[src/rtl/md_ctrl_if.sv]
// Handshake bundle between md_ctrl and the shared multi-cycle multiply/divide unit.
// The controller drives the request side (master); the unit answers with busy and result (slave).
interface md_ctrl_if;
   logic        md_start;
   logic [1:0]  md_func;
   logic [31:0] md_a;
   logic [31:0] md_b;
   logic        md_busy;
   logic [31:0] md_hi;
   logic [31:0] md_lo;

   modport master (
      output md_start, md_func, md_a, md_b,
      input  md_busy, md_hi, md_lo
   );

   modport slave (
      input  md_start, md_func, md_a, md_b,
      output md_busy, md_hi, md_lo
   );
endinterface

[src/rtl/md_ctrl.sv]
// Sequencing controller between the EX stage and the shared multiply/divide unit.
// Owns architectural HI/LO, issues one start pulse per op and stalls EX while a result is outstanding.
module md_ctrl #(
   parameter int TIMEOUT = 64,
   parameter int CW      = 7
) (
   input  logic        clk,
   input  logic        resetn,
   input  logic        op_valid,
   input  logic [3:0]  op,
   input  logic [31:0] rs_val,
   input  logic [31:0] rt_val,
   input  logic        flush,
   output logic        stall,
   output logic [31:0] rd_data,
   output logic        rd_valid,
   output logic        div0,
   output logic        err,
   md_ctrl_if.master   md,
   output logic [31:0] hi_q,
   output logic [31:0] lo_q
);

   typedef enum logic [2:0] {IDLE, ISSUE, GUARD, WAIT, DONE, DRAIN} state_e;

   localparam logic [CW-1:0] LAST = CW'(TIMEOUT - 1);

   state_e        state_q, state_d;
   logic [CW-1:0] cnt_q, cnt_d;
   logic [31:0]   a_q, a_d;
   logic [31:0]   b_q, b_d;
   logic [1:0]    func_q, func_d;
   logic [31:0]   hi_d, lo_d;
   logic          div0_q, div0_d;
   logic          err_q, err_d;
   logic          drainGuard_q, drainGuard_d;
   logic          mdOp;
   logic          accept;
   logic          divZero;
   logic          timedOut;

   assign mdOp     = (op >= 4'd1) && (op <= 4'd8);
   assign stall    = op_valid && mdOp && (state_q != IDLE);
   assign accept   = op_valid && !stall && !flush;
   assign divZero  = ((op == 4'd3) || (op == 4'd4)) && (rt_val == '0);
   assign timedOut = (cnt_q == LAST);

   assign div0       = div0_q;
   assign err        = err_q;
   assign md.md_func = func_q;
   assign md.md_a    = a_q;
   assign md.md_b    = b_q;

   // Next-state and output decode for the issue/wait/commit sequence
   always_comb begin
      state_d      = state_q;
      cnt_d        = cnt_q;
      a_d          = a_q;
      b_d          = b_q;
      func_d       = func_q;
      hi_d         = hi_q;
      lo_d         = lo_q;
      div0_d       = 1'b0;
      err_d        = 1'b0;
      drainGuard_d = 1'b0;
      md.md_start  = 1'b0;
      rd_valid     = 1'b0;
      rd_data      = '0;

      case (state_q)
         IDLE: begin
            if (accept) begin
               case (op)
                  4'd1, 4'd2, 4'd3, 4'd4: begin
                     if (divZero) begin
                        div0_d = 1'b1;
                     end else begin
                        a_d     = rs_val;
                        b_d     = rt_val;
                        func_d  = 2'(op - 4'd1);
                        state_d = ISSUE;
                     end
                  end
                  4'd5: begin
                     rd_valid = 1'b1;
                     rd_data  = hi_q;
                  end
                  4'd6: begin
                     rd_valid = 1'b1;
                     rd_data  = lo_q;
                  end
                  4'd7: hi_d = rs_val;
                  4'd8: lo_d = rs_val;
                  default: ;
               endcase
            end
         end
         ISSUE: begin
            md.md_start = 1'b1;
            cnt_d       = '0;
            if (flush) begin
               // The unit still sees this start pulse, so give it a cycle to raise busy
               drainGuard_d = 1'b1;
               state_d      = DRAIN;
            end else begin
               state_d = GUARD;
            end
         end
         GUARD: begin
            cnt_d   = '0;
            state_d = flush ? DRAIN : WAIT;
         end
         WAIT: begin
            if (flush) begin
               cnt_d   = '0;
               state_d = DRAIN;
            end else if (!md.md_busy) begin
               state_d = DONE;
            end else if (timedOut) begin
               err_d   = 1'b1;
               cnt_d   = '0;
               state_d = IDLE;
            end else begin
               cnt_d = cnt_q + CW'(1);
            end
         end
         DONE: begin
            hi_d    = md.md_hi;
            lo_d    = md.md_lo;
            state_d = IDLE;
         end
         DRAIN: begin
            if (drainGuard_q) begin
               cnt_d = '0;
            end else if (!md.md_busy) begin
               state_d = IDLE;
            end else if (timedOut) begin
               err_d   = 1'b1;
               cnt_d   = '0;
               state_d = IDLE;
            end else begin
               cnt_d = cnt_q + CW'(1);
            end
         end
         default: state_d = IDLE;
      endcase
   end

   // State, operand and HI/LO registers
   always_ff @(posedge clk) begin
      if (!resetn) begin
         state_q      <= IDLE;
         cnt_q        <= '0;
         a_q          <= '0;
         b_q          <= '0;
         func_q       <= '0;
         hi_q         <= '0;
         lo_q         <= '0;
         div0_q       <= 1'b0;
         err_q        <= 1'b0;
         drainGuard_q <= 1'b0;
      end else begin
         state_q      <= state_d;
         cnt_q        <= cnt_d;
         a_q          <= a_d;
         b_q          <= b_d;
         func_q       <= func_d;
         hi_q         <= hi_d;
         lo_q         <= lo_d;
         div0_q       <= div0_d;
         err_q        <= err_d;
         drainGuard_q <= drainGuard_d;
      end
   end

endmodule

[src/flat_wrapper.sv]
// flat-port wrapper written by rule: the top's interface ports become plain ports
module md_ctrl_flat 
#(
   parameter int TIMEOUT = 64,
   parameter int CW      = 7
)
  (clk, resetn, op_valid, op, rs_val, rt_val, flush, stall, rd_data, rd_valid, div0, err, hi_q, lo_q, md_md_start, md_md_func, md_md_a, md_md_b, md_md_busy, md_md_hi, md_md_lo);
  md_ctrl_if md_i ();
  input  logic clk;
  input  logic resetn;
  input  logic op_valid;
  input  logic [3:0] op;
  input  logic [31:0] rs_val;
  input  logic [31:0] rt_val;
  input  logic flush;
  output logic stall;
  output logic [31:0] rd_data;
  output logic rd_valid;
  output logic div0;
  output logic err;
  output logic [31:0] hi_q;
  output logic [31:0] lo_q;
  output wire logic [$bits(md_i.md_start)-1:0] md_md_start;
  output wire logic [$bits(md_i.md_func)-1:0] md_md_func;
  output wire logic [$bits(md_i.md_a)-1:0] md_md_a;
  output wire logic [$bits(md_i.md_b)-1:0] md_md_b;
  input wire logic [$bits(md_i.md_busy)-1:0] md_md_busy;
  input wire logic [$bits(md_i.md_hi)-1:0] md_md_hi;
  input wire logic [$bits(md_i.md_lo)-1:0] md_md_lo;
  assign md_md_start = md_i.md_start;
  assign md_md_func = md_i.md_func;
  assign md_md_a = md_i.md_a;
  assign md_md_b = md_i.md_b;
  assign md_i.md_busy = md_md_busy;
  assign md_i.md_hi = md_md_hi;
  assign md_i.md_lo = md_md_lo;
  md_ctrl #(.TIMEOUT(TIMEOUT), .CW(CW)) u_core (.clk(clk), .resetn(resetn), .op_valid(op_valid), .op(op), .rs_val(rs_val), .rt_val(rt_val), .flush(flush), .stall(stall), .rd_data(rd_data), .rd_valid(rd_valid), .div0(div0), .err(err), .md(md_i), .hi_q(hi_q), .lo_q(lo_q));
endmodule
[config.mk]
export PLATFORM = sky130hd
export DESIGN_NAME = md_ctrl_flat
export DESIGN_NICKNAME = d
export VERILOG_FILES = /design/src/rtl/md_ctrl_if.sv /design/src/rtl/md_ctrl.sv /design/src/flat_wrapper.sv
export SDC_FILE = /design/constraint.sdc
export NUM_CORES = 1
export LEC_CHECK = 0
export ABC_AREA = 1
export BUFFER_PORTS_ARGS = -buffer_cell sky130_fd_sc_hd__buf_2
export CORE_MARGIN = 8
export CORE_UTILIZATION = 53
export CTS_CLUSTER_SIZE = 30
export DETAILED_ROUTE_END_ITERATION = 7
export PLACE_DENSITY = 0.86
export SLEW_MARGIN = 10
export SYNTH_ARGS = -nofsm -noshare
export SYNTH_HDL_FRONTEND = slang
export SYNTH_SLANG_ARGS = --single-unit
[constraint.sdc]
create_clock -name clk -period 4.3 [get_ports clk]
set_input_delay 0.215 -clock clk [delete_from_list [all_inputs] [get_ports clk]]
set_output_delay 0.215 -clock clk [all_outputs]
set_load 0.1 [all_outputs]
==> impl_results.md, run 1 <==
- Crit Path Max Fanout: 26
- Fill cells: 1,206
- Startpoint Class: flip-flop
- Post-Place Cells: 1,608
- Post-route ant nets: 0
- Mapped Nets: 1,343
- Status: complete, no violations
- Clock Sink Count: 143
- Die W: 137 um
- Via density: 5.61
- CTS root buf: clkbuf_16
- Final instance area: 10,200 sq um
- HP Class: in2reg
- Combined area of the multi-input logic cells: 3630 sq um
- Slew Limit Fails: 0
- DP Area: 9670 sq um
- Period minus WS final: 3.19 ns
- Core ar.: 14,400 sq um
- Worst EP arrival: 2.97 ns
- CTS clk-pin slew, worst paths: 0.06 ns
- Worst-Skew Late Latency: 0.42 ns
- Hold-fix buffers at CTS: 0
- First-pass GRT wire length: 44,500 um
- Postcts setup bufs: 0
- Setup violators final: 0
- Crit Path Category: reg2out
- Area Overhead vs Synth: 32.1%
- DP HPWL: 20,900 um
- Synth Register Bits: 143
- Rel. slew slack: 38.9%
- FF+latch area: 2860 sq um
- Total Power: 4890 uW
- NumNets Final: 1,586
- First-pass DRT Iterations: 5
- CTS tree: built
- Die area: 18,800 sq um
- Worst-Margin Slew: 0.912 ns
- CTS buffer count: 17
- Number of synthesis warnings: 0
- I/O pin count: 304
- Number of global-route vias before repair: 8,573
- Seq/Total Area, Yosys: 36.9%
- Number of max-cap violations: 0
- H-tree level count: 4
- Final setup TNS: 0 ns
- Worst clock skew: 0.00688 ns
- RSZ-0062 raised after global routing: false
- Post-synth cell types: 33
- Cells after synthesis: 1,200
- P per Cell Area: 477 nW/um^2
- Most frequent cells in the layout: buf_2, nand2_1, inv_1
- Cell Rows: 44
- GP Congestion: 0.885
- Peak supply drop: 0.000346 V
- Crit share post-route: 74.1%
- Initial antenna violation count: 3
- Die height: 137 um
- Starting density of the core: 53.8%
- Fmax: 314 MHz
- Total track usage: 30.1%
- Overflow after GRT: 0
- Post-Layout Cell Count: 1,640
- Wire length per cell: 17.9 um
- PortBufs: 303
- Total Wirelength: 29,300 um
- LEAKAGE: 0.00514 uW
- Initial DRC count: 875
- Max clock buf depth: 2
- Mapped cell area: 7760 sq um
- Share of cells above drive strength 1: 27.1%
- Syn_area_per_cell: 6.46 sq um
- Required time of the critical path: 4.09 ns
- CP endpoint kind: output pin
- Commonest non-fill, non-tap cell in the layout: buf_2
- # resized after CTS: 0
- DR DRC count: 0
- Vias after detailed routing: 9,194
- Largest net degree at the start of global routing: 72
- Hold Vio Cnt, Final: 0
==> power breakdown <==
group	internal (uW)	switching (uW)	leakage, uW
combinational	313	1520	0.00369
clock	906	549	0.000282
sequential	1460	134	0.00116
==> flip-flops by register name, summed over array words and instances, names as in the netlist <==
| name | cells |
|---|---|
| u_core.hi_q | 32 |
| u_core.lo_q | 32 |
| u_core.md.md_a | 32 |
| u_core.md.md_b | 32 |
| u_core.cnt_q | 7 |
| u_core.state_q | 3 |
| u_core.md.md_func | 2 |
| u_core.div0 | 1 |
| u_core.drainGuard_q | 1 |
| u_core.err | 1 |
==> cells in the mapped netlist, drive strengths merged <==
cell	n	area share [%]
xor2	2	0.23
o21ai	74	4.9
a211oi	1	0.097
a21oi	38	2.5
nand4	74	6.0
nand2	213	10
dfxtp	143	37
nor3	3	0.26
inv	221	11
ha	6	0.97
mux2i	1	0.13
nand3b	3	0.45
clkinv	1	0.048
nand3	143	9.3
buf	38	3.2
a31oi	65	5.2
nor4	1	0.081
or2	1	0.081
clkbuf	53	2.6
nor2	119	6.0
==> metal layers <==
layer  GRT usage [%]  vias to the layer above  routed length [um]
met4            16.3                        2                1310
met3            8.11                      101                3180
met2            49.1                      557               14000
met1            35.4                     4169               10900
li1                -                     4365                   -
met5               0                        -                  16
==> worst max-delay path: stages (launching register included) <==
cell and delay, ns:
dfxtp_1 0.40, nor2_4 0.54, nand2_2 0.19, nor2_4 0.15, clkinv_1 0.35, buf_4 0.37
a21oi_1 0.33, buf_12 0.23
==> kinds of logic (layout without fill, tap and decap cells) <==
group	Yosys count	count (layout)	share of synthesized area [%]
AOI/OAI and AO/OA	178	178	12.7
and+or+nand+nor	557	557	32.5
other	0	2	0
muxes	1	1	0.129
xor gates and xnor gates	2	2	0.226
adders and majority gates	6	6	0.968
DFF	143	143	36.9
buffers and inverters	313	567	16.5
==> per-stage QoR <==
stage	setup WS [ns]	utilization (%)	hold slack, ns
CTS	1.15	71.0	0.0611
detailed placement	1.39	67.0	0.468
finish	1.11	71.0	0.0785
global placement	1.46	67.0	0.464
global route	0.998	71.0	0.0739
floorplan	1.16	-	0.359
==> cell type report <==
cell class	count	share of cell area, %
multi-input cells	744	35.5
repair buffers	315	20.5
diodes	2	0.0489
inverters	222	8.13
clock buffers	24	4.80
clock inverters	6	0.806
flip-flops and latches	143	28.0
well taps	184	2.25
==> worst paths after layout <==
| check | start | endpoint | cells after the start | slack (ns) |
|---|---|---|---|---|
| setup / recovery | u_core.state_q[0] | rd_data[4] | 7 | 1.11 |
| hold / removal | md_md_hi[11] | u_core.hi_q[11] | 3 | 0.08 |
| setup reg to reg | u_core.state_q[0] | u_core.lo_q[20] | 6 | 1.30 |
| hold reg to reg | u_core.cnt_q[6] | u_core.cnt_q[6] | 2 | 0.49 |
No activity file was read; power rests on OpenSTA's default activity.
==> run 2, diff against run 1 <==
--- a/config.mk
+++ b/config.mk
@@ -5,13 +5,13 @@
 export SDC_FILE = /design/constraint.sdc
 export NUM_CORES = 1
 export LEC_CHECK = 0
-export ABC_AREA = 1
+export ABC_AREA = 0
 export BUFFER_PORTS_ARGS = -buffer_cell sky130_fd_sc_hd__buf_2
 export CORE_MARGIN = 8
-export CORE_UTILIZATION = 53
+export CORE_UTILIZATION = 43
 export CTS_CLUSTER_SIZE = 30
 export DETAILED_ROUTE_END_ITERATION = 7
-export PLACE_DENSITY = 0.86
+export PLACE_DENSITY = 0.77
 export SLEW_MARGIN = 10
 export SYNTH_ARGS = -nofsm -noshare
 export SYNTH_HDL_FRONTEND = slang
==> constraint.sdc (replaced) <==
create_clock -name clk -period 2.93 [get_ports clk]
set_input_delay 0.1465 -clock clk [delete_from_list [all_inputs] [get_ports clk]]
set_output_delay 0.1465 -clock clk [all_outputs]
set_load 0.1 [all_outputs]
==> run 2 against run 1 <==
  * Register-to-register slack worse by 0.89 ns
  * Worst hold slack worse by 0.063 ns
  * Final area is 1.1% lower
  * Highest routed layer is now met4
==> impl_results.md, run 2 <==
- Hold-fix buffers at CTS: 101 (+101)
- Clock share of power: 41.6% (+12 points)
- Status: complete, no violations
- Initial DRC count: 870 (-0.57%)
- Post-route ant nets: 0 (unchanged)
- Die W: 141 um (+2.6%)
- Peak supply drop: 0.000410 V (+19%)
- Seq/Total Area, Yosys: 42.9% (+6.0 points)
- Mapped cell area: 6680 sq um (-14%)
- Synth Area in Compound Gates: 27.1% (+14 points)
- GP Congestion: 0.851 (-3.9%)
- Initial antenna violation count: 3 (unchanged)
- Core ar.: 15,200 sq um (+5.4%)
- Crit share post-route: 86.1%
- Adder-Cell Fraction of Synth Area: 1.12% (+0.16 points)
- Fill cells: 1,191 (-1.2%)
- Startpoint Class: flip-flop
- Synth Register Bits: 143 (unchanged)
- Final hold slack: 0.0156 ns (-0.0629 ns)
- Period minus WS final: 2.52 ns
- Cell Rows: 45 (+2.3%)
- # resized after CTS: 0 (unchanged)
- Final Core Density: 66.6% (-4.4 points)
- Post-Layout Cell Count: 1,318 (-20%)
- CTS buffer count: 17 (unchanged)
- CTS clk-pin slew, worst paths: 0.06 ns (about the same)
- Wire length per cell: 20.8 um (+17%)
- Number of global-route vias before repair: 7,754 (-9.6%)
- Mux share of post-synthesis cell area: 5.29% (+5.2 points)
- Worst clock skew: 0.0102 ns (+0.00328 ns)
- Slew Limit Fails: 0 (unchanged)
- Total Power: 5420 uW (+11%)
- I/O pin count: 304 (unchanged)
- Most frequent cells in the layout: buf_2, dfxtp_1, dlygate4sd3_1
- Via density: 5.83 (+4.0%)
- Simple-gate share of the synthesized area: 17.7% (-15 points)
- Slowest-stage cell, CP: or4_2
- Area Overhead vs Synth: 51.7%
- Yosys top cell by area: dfxtp_1
- First-pass GRT wire length: 42,700 um (-4.2%)
- Total Wirelength: 27,500 um (-6.3%)
- Post-synth cell types: 42 (+27%)
- Met1 wire length: 10,400 um (-4.6%)
- RSZ-0062 raised after global routing: false
- Mapped Nets: 887 (-34%)
- Total track usage: 27.0% (-3.1 points)
- Overflow after GRT: 0 (unchanged)
- Commonest non-fill, non-tap cell in the layout: buf_2
- NumNets Final: 1,257 (-21%)
- Share of cells above drive strength 1: 32.9% (+5.8 points)
- Postcts setup bufs: 0 (unchanged)
- Max clock buf depth: 2 (unchanged)
- Synth Area in XOR/XNOR: 0.525% (+0.30 points)
- Crit-path cells: nor2_4, nand3_4, or4_2, buf_4, o21ai_0, a21boi_0
- CTS tree: built
- H-tree level count: 4 (unchanged)
- Count leader, synth: dfxtp_1
- Setup violators final: 0 (unchanged)
- CP endpoint kind: flip-flop
- Switch share: 31.1% (-14 points)
- Post-synth top area share: 42.9% (+6.0 points)
- Worst EP arrival: 2.83 ns (-0.14 ns)
- HP Class: in2reg
- Synth cell count leaders: dfxtp_1, nand3_1, clkbuf_1
- Uppermost layer routed: met4
- Psw: 1680 uW (-24%)
- Asr flop ratio synth: 0% (unchanged)
- Post-Place Cells: 1,182 (-26%)
- DP HPWL: 18,300 um (-13%)
- Fmax: 396 MHz
- Crit path largest cell delay: 0.94 ns (+0.40 ns)
- Combinational share of power: 20.3% (-17 points)
- P_int: 3730 uW (+39%)
- Top post-synthesis cells by area: dfxtp_1, a21boi_1, o211a_1
- Hold Vio Cnt, Final: 0 (unchanged)
- Required time of the critical path: 3.23 ns (-0.86 ns)
- Number of max-cap violations: 0 (unchanged)
- Post-synth EDFFs: 0 (unchanged)
- P per Cell Area: 535 nW/um^2 (+12%)
- Worst-Margin Slew: 0.830 ns (-0.0829 ns)
- LEAKAGE: 0.00500 uW (-2.6%)
- Number of synthesis warnings: 0 (unchanged)
- WL met3: 2550 um (-20%)
- Crit Path Category: reg2reg
- Seq pwr share: 38.1% (+5.4 points)
- Largest net degree at the start of global routing: 79 (+9.7%)
- Cells after synthesis: 744 (-38%)
- Largest family of logic cells by synthesized area: compound AO/OA/AOI/OAI gates
- Final setup TNS: 0 ns (unchanged)
- Die area: 19,800 sq um (+5.4%)
- Crit Path Max Fanout: 20 (-23%)
- DR DRC count: 0 (unchanged)
- Starting density of the core: 43.9% (-9.9 points)
- Clock Sink Count: 143 (unchanged)
- Synth Flop Type: dfxtp_1
- First-pass DRT Iterations: 6 (+1)
- Worst-Skew Late Latency: 0.42 ns (about the same)
- Routed length on met2: 13,400 um (-3.8%)
- Syn_area_per_cell: 8.97 sq um (+39%)
- CTS root buf: clkbuf_16
- Vias after detailed routing: 7,688 (-16%)
- Die height: 141 um (+2.6%)
- PortBufs: 303 (unchanged)
- Rel. slew slack: 44.6% (+5.7 points)
==> run 2: changes by cell type after synthesis, sizes merged, moves of 32 or more <==
| cell | delta |
|---|---|
| nor2 | -74 |
| o211a | +34 |
| a31oi | -64 |
| nand3 | -76 |
| nor2b | +36 |
| a22oi | +32 |
| inv | -216 |
| nand4 | -69 |
| a21boi | +64 |
| mux2i | +32 |
| a222oi | +32 |
| nand2 | -166 |
| a21oi | -35 |
==> run 2: stage by stage <==
step                instance area, sq um  worst slack, ns
finish                             10100            0.407
global route                       10100            0.275
CTS                                10100            0.428
detailed placement                  8500            0.434
global placement                    8500            0.481
floorplan                           6680            0.338
==> run 2: worst max-delay path, delay by kind of cell (launching register included) <==
family	cells	cell delay, ns
AOI/OAI and AO/OA	2	0.25
and+or+nand+nor	3	1.40
DFF	1	0.43
buffers and inverters	1	0.32
==> run 2: final timing paths <==
check	cells past startpoint	startpoint	slack [ns]	end
hold / removal	3	rt_val[12]	0.02	u_core.md.md_b[12]
setup / recovery	6	u_core.state_q[1]	0.41	u_core.md.md_a[0]
hold reg to reg	2	u_core.md.md_b[13]	0.48	u_core.md.md_b[13]
setup reg to reg	6	u_core.state_q[1]	0.41	u_core.md.md_a[0]
==> run 2: layer usage <==
metal	track usage, %	up-vias
met1	30.2	3642
li1	-	3510
met4	12.9	0
met3	8.64	82
met2	45.9	454
met5	0	-
==> run 2: cells by family after synthesis <==
group                    Yosys count
AO/OA/AOI/OAI                    242
XOR/XNOR                           4
adder cells (fa/ha/maj)            6
buffers and inverters             80
flip-flops                       143
multiplexers                      35
AND/OR/NAND/NOR                  234
==> run 2: cell type report <==
class                   count  area (sq um)  share of cell area, %
multi-input cells         521          3480                   34.4
diodes                      4          10.0                 0.0988
clock buffers              20           467                   4.61
well taps                 188           235                   2.32
inverters                   5          18.8                  0.185
repair buffers            426          2910                   28.8
flip-flops and latches    143          2860                   28.3
clock inverters            11           139                   1.37
==> run 2: power by group through the flow <==
stage                     combinational (uW)  clock [uW]  sequential [uW]
after floorplan                          282           0             2520
after global placement                   968           0             2100
after detailed placement                 977           0             2100
after CTS                               1090        2270             2060
after global routing                    1150        2360             2070
final                                   1100        2250             2060
==> run 3, diff against run 2 <==
--- a/config.mk
+++ b/config.mk
@@ -7,11 +7,14 @@
 export LEC_CHECK = 0
 export ABC_AREA = 0
 export BUFFER_PORTS_ARGS = -buffer_cell sky130_fd_sc_hd__buf_2
+export CELL_PAD_IN_SITES_DETAIL_PLACEMENT = 0
+export CELL_PAD_IN_SITES_GLOBAL_PLACEMENT = 1
 export CORE_MARGIN = 8
-export CORE_UTILIZATION = 43
+export CORE_UTILIZATION = 31
+export CTS_BUF_LIST = sky130_fd_sc_hd__clkbuf_8
 export CTS_CLUSTER_SIZE = 30
 export DETAILED_ROUTE_END_ITERATION = 7
-export PLACE_DENSITY = 0.77
+export PLACE_DENSITY_LB_ADDON = 0.1
 export SLEW_MARGIN = 10
 export SYNTH_ARGS = -nofsm -noshare
 export SYNTH_HDL_FRONTEND = slang
==> run 3 against run 2 <==
  * Wire length grew 6.2%
  * Sequential power is essentially flat
  * Die area up 34%
  * Worst hold slack gained 0.013 ns
  * Total power fell by 13%
  * Sequential cell count is the same
  * Final area up 4.4%
  * Register-to-register slack worse by 0.12 ns
  * Utilization shrank 16 points
  * Largest power group is now sequential cells
  * Highest routed layer unchanged
==> impl_results.md, run 3 (synthesis gave the netlist of run 2 again) <==
- First-pass GRT wire length: 44,500 um (+4.4%)
- Clock Sink Count: 143 (unchanged)
- Setup slack, reg-to-reg: 0.29 ns (-0.12 ns)
- Starting density of the core: 31.7% (-12 points)
- Cell Rows: 53 (+18%)
- # resized after CTS: 0 (unchanged)
- CTS root buf: clkbuf_8
- Share of cells above drive strength 1: 31.8% (-1.1 points)
- Hold Vio Cnt, Final: 0 (unchanged)
- Status: complete, no violations
- I/O pin count: 304 (unchanged)
- Final hold slack: 0.0283 ns (+0.0128 ns)
- Via density: 5.21 (-11%)
- Initial antenna violation count: 2 (-1)
- CTS buffer count: 17 (unchanged)
- First-pass DRT Iterations: 6 (unchanged)
- Fmax: 378 MHz (-4.6%)
- Total Wirelength: 29,200 um (+6.2%)
- PortBufs: 303 (unchanged)
- Peak supply drop: 0.000297 V (-28%)
- FF-to-FF End: u_core.lo_q[12]
- Worst r2r path cells: 6 (unchanged)
- FF-to-FF Start: u_core.state_q[1]
- RSZ-0062 raised after global routing: false
- Startpoint Class: flip-flop
- Period minus WS final: 2.64 ns (+0.122 ns)
- Wire length per cell: 20.5 um (-1.9%)
- Setup crit end: u_core.lo_q[12]
- CTS clk-pin slew, worst paths: 0.08 ns (+0.02 ns)
- Initial DRC count: 655 (-25%)
- Overflow after GRT: 0 (unchanged)
- GP Congestion: 0.755 (-11%)
- Commonest non-fill, non-tap cell in the layout: buf_2
- Core ar.: 21,100 sq um (+39%)
- LEAKAGE: 0.00502 uW (+0.42%)
- Area Overhead vs Synth: 58.5%
- Worst clock skew: 0.0150 ns (+0.00489 ns)
- Slew Limit Fails: 0 (unchanged)
- Number of global-route vias before repair: 7,525 (-3.0%)
- H-tree level count: 4 (unchanged)
- Worst-Skew Late Latency: 0.45 ns (+0.03 ns)
- Rel. slew slack: 39.5% (-5.1 points)
- Crit Path Category: reg2reg
- Fill cells: 2,063 (+73%)
- Post-route ant nets: 0 (unchanged)
- Worst EP arrival: 3.03 ns (+0.20 ns)
- Crit share post-route: 90.3% (+4.2 points)
- Crit path launch: u_core.state_q[1]
- Required time of the critical path: 3.31 ns (+0.08 ns)
- Most frequent cells in the layout: buf_2, dfxtp_1, dlygate4sd3_1
- DR DRC count: 0 (unchanged)
- Crit Path Max Fanout: 32 (+60%)
- CTS tree: built
- DP HPWL: 19,800 um (+8.3%)
- Die W: 163 um (+16%)
- Vias after detailed routing: 7,436 (-3.3%)
- Setup violators final: 0 (unchanged)
- Die area: 26,500 sq um (+34%)
- CP endpoint kind: flip-flop
- Number of max-cap violations: 0 (unchanged)
- Die height: 163 um (+16%)
- Hold-fix buffers at CTS: 129 (+28%)
- HP Class: in2reg
- P per Cell Area: 446 nW/um^2 (-17%)
- NumNets Final: 1,280 (+1.8%)
- Total track usage: 21.3% (-5.7 points)
- Postcts setup bufs: 0 (unchanged)
- Largest net degree at the start of global routing: 68 (-14%)
- Worst-Margin Slew: 0.906 ns (+0.0759 ns)
- Max clock buf depth: 2 (unchanged)
- Final setup TNS: 0 ns (unchanged)
-- run 3: cell count changes in the layout (fill, tap and decap cells not counted), sizes merged --
cell         delta
bufinv          -2
diode           -2
clkbuf          -1
inv             +2
buf             -5
clkinv          -2
dlygate4sd3    +28
clkinvlp        +3
-- run 3: layout make-up --
cell class / instances / area (sq um) / share of cell area (%)
inverters: 5 / 18.8 / 0.177
multi-input cells: 521 / 3490 / 33.0
well taps: 275 / 344 / 3.25
clock inverters: 12 / 113 / 1.06
repair buffers: 449 / 3480 / 32.9
diodes: 2 / 5.00 / 0.0473
flip-flops and latches: 143 / 2860 / 27.1
clock buffers: 19 / 262 / 2.47
-- run 3: metrics by stage --
stage / total power [uW] / util, % / std cells / area [sq um] / setup WS [ns]
finish: 4720 / 50.2 / 1426 / 10600 / 0.286
global route: 4940 / 50.2 / 1426 / 10600 / 0.0756
CTS: 4780 / 50.1 / 1424 / 10600 / 0.313
detailed placement: 3100 / 42.2 / 1264 / 8910 / 0.458
global placement: 3100 / 42.2 / 1264 / 8910 / 0.441
floorplan: 2810 / - / 744 / 6680 / 0.338
-- run 3: worst min path at each step --
stage	from	end	cells past startpoint
after CTS	rs_val[23]	u_core.md.md_a[23]	3
after detailed placement	md_md_hi[15]	u_core.hi_q[15]	2
after floorplan	rt_val[2]	u_core.md.md_b[2]	2
after global placement	md_md_hi[15]	u_core.hi_q[15]	2
after global routing	rs_val[23]	u_core.md.md_a[23]	3
final	rs_val[23]	u_core.md.md_a[23]	3
-- run 3: metal layers --
metal | track usage, % | up-vias | wire length, um | share of wire (%)
li1 | - | 3540 | - | -
met1 | 25.9 | 3553 | 12000 | 41
met2 | 35.3 | 304 | 14200 | 49
met3 | 6.45 | 39 | 2180 | 7.5
met4 | 7.13 | 0 | 720 | 2.5
met5 | 0 | - | 0 | 0
-- run 3: power by group --
group / switching, uW / internal, uW / total (uW)
clock: 812 / 715 / 1530
combinational: 781 / 353 / 1130
sequential: 51.1 / 2010 / 2060
-- run 3: worst max-delay path, stage by stage, from the launching register on --
cell and delay, ns:
dfxtp_1 0.44, nor2_4 0.22, nand3_4 0.25, nor2_4 0.76, a222oi_1 0.19, dlygate4sd3_1 0.62
nor2b_1 0.10
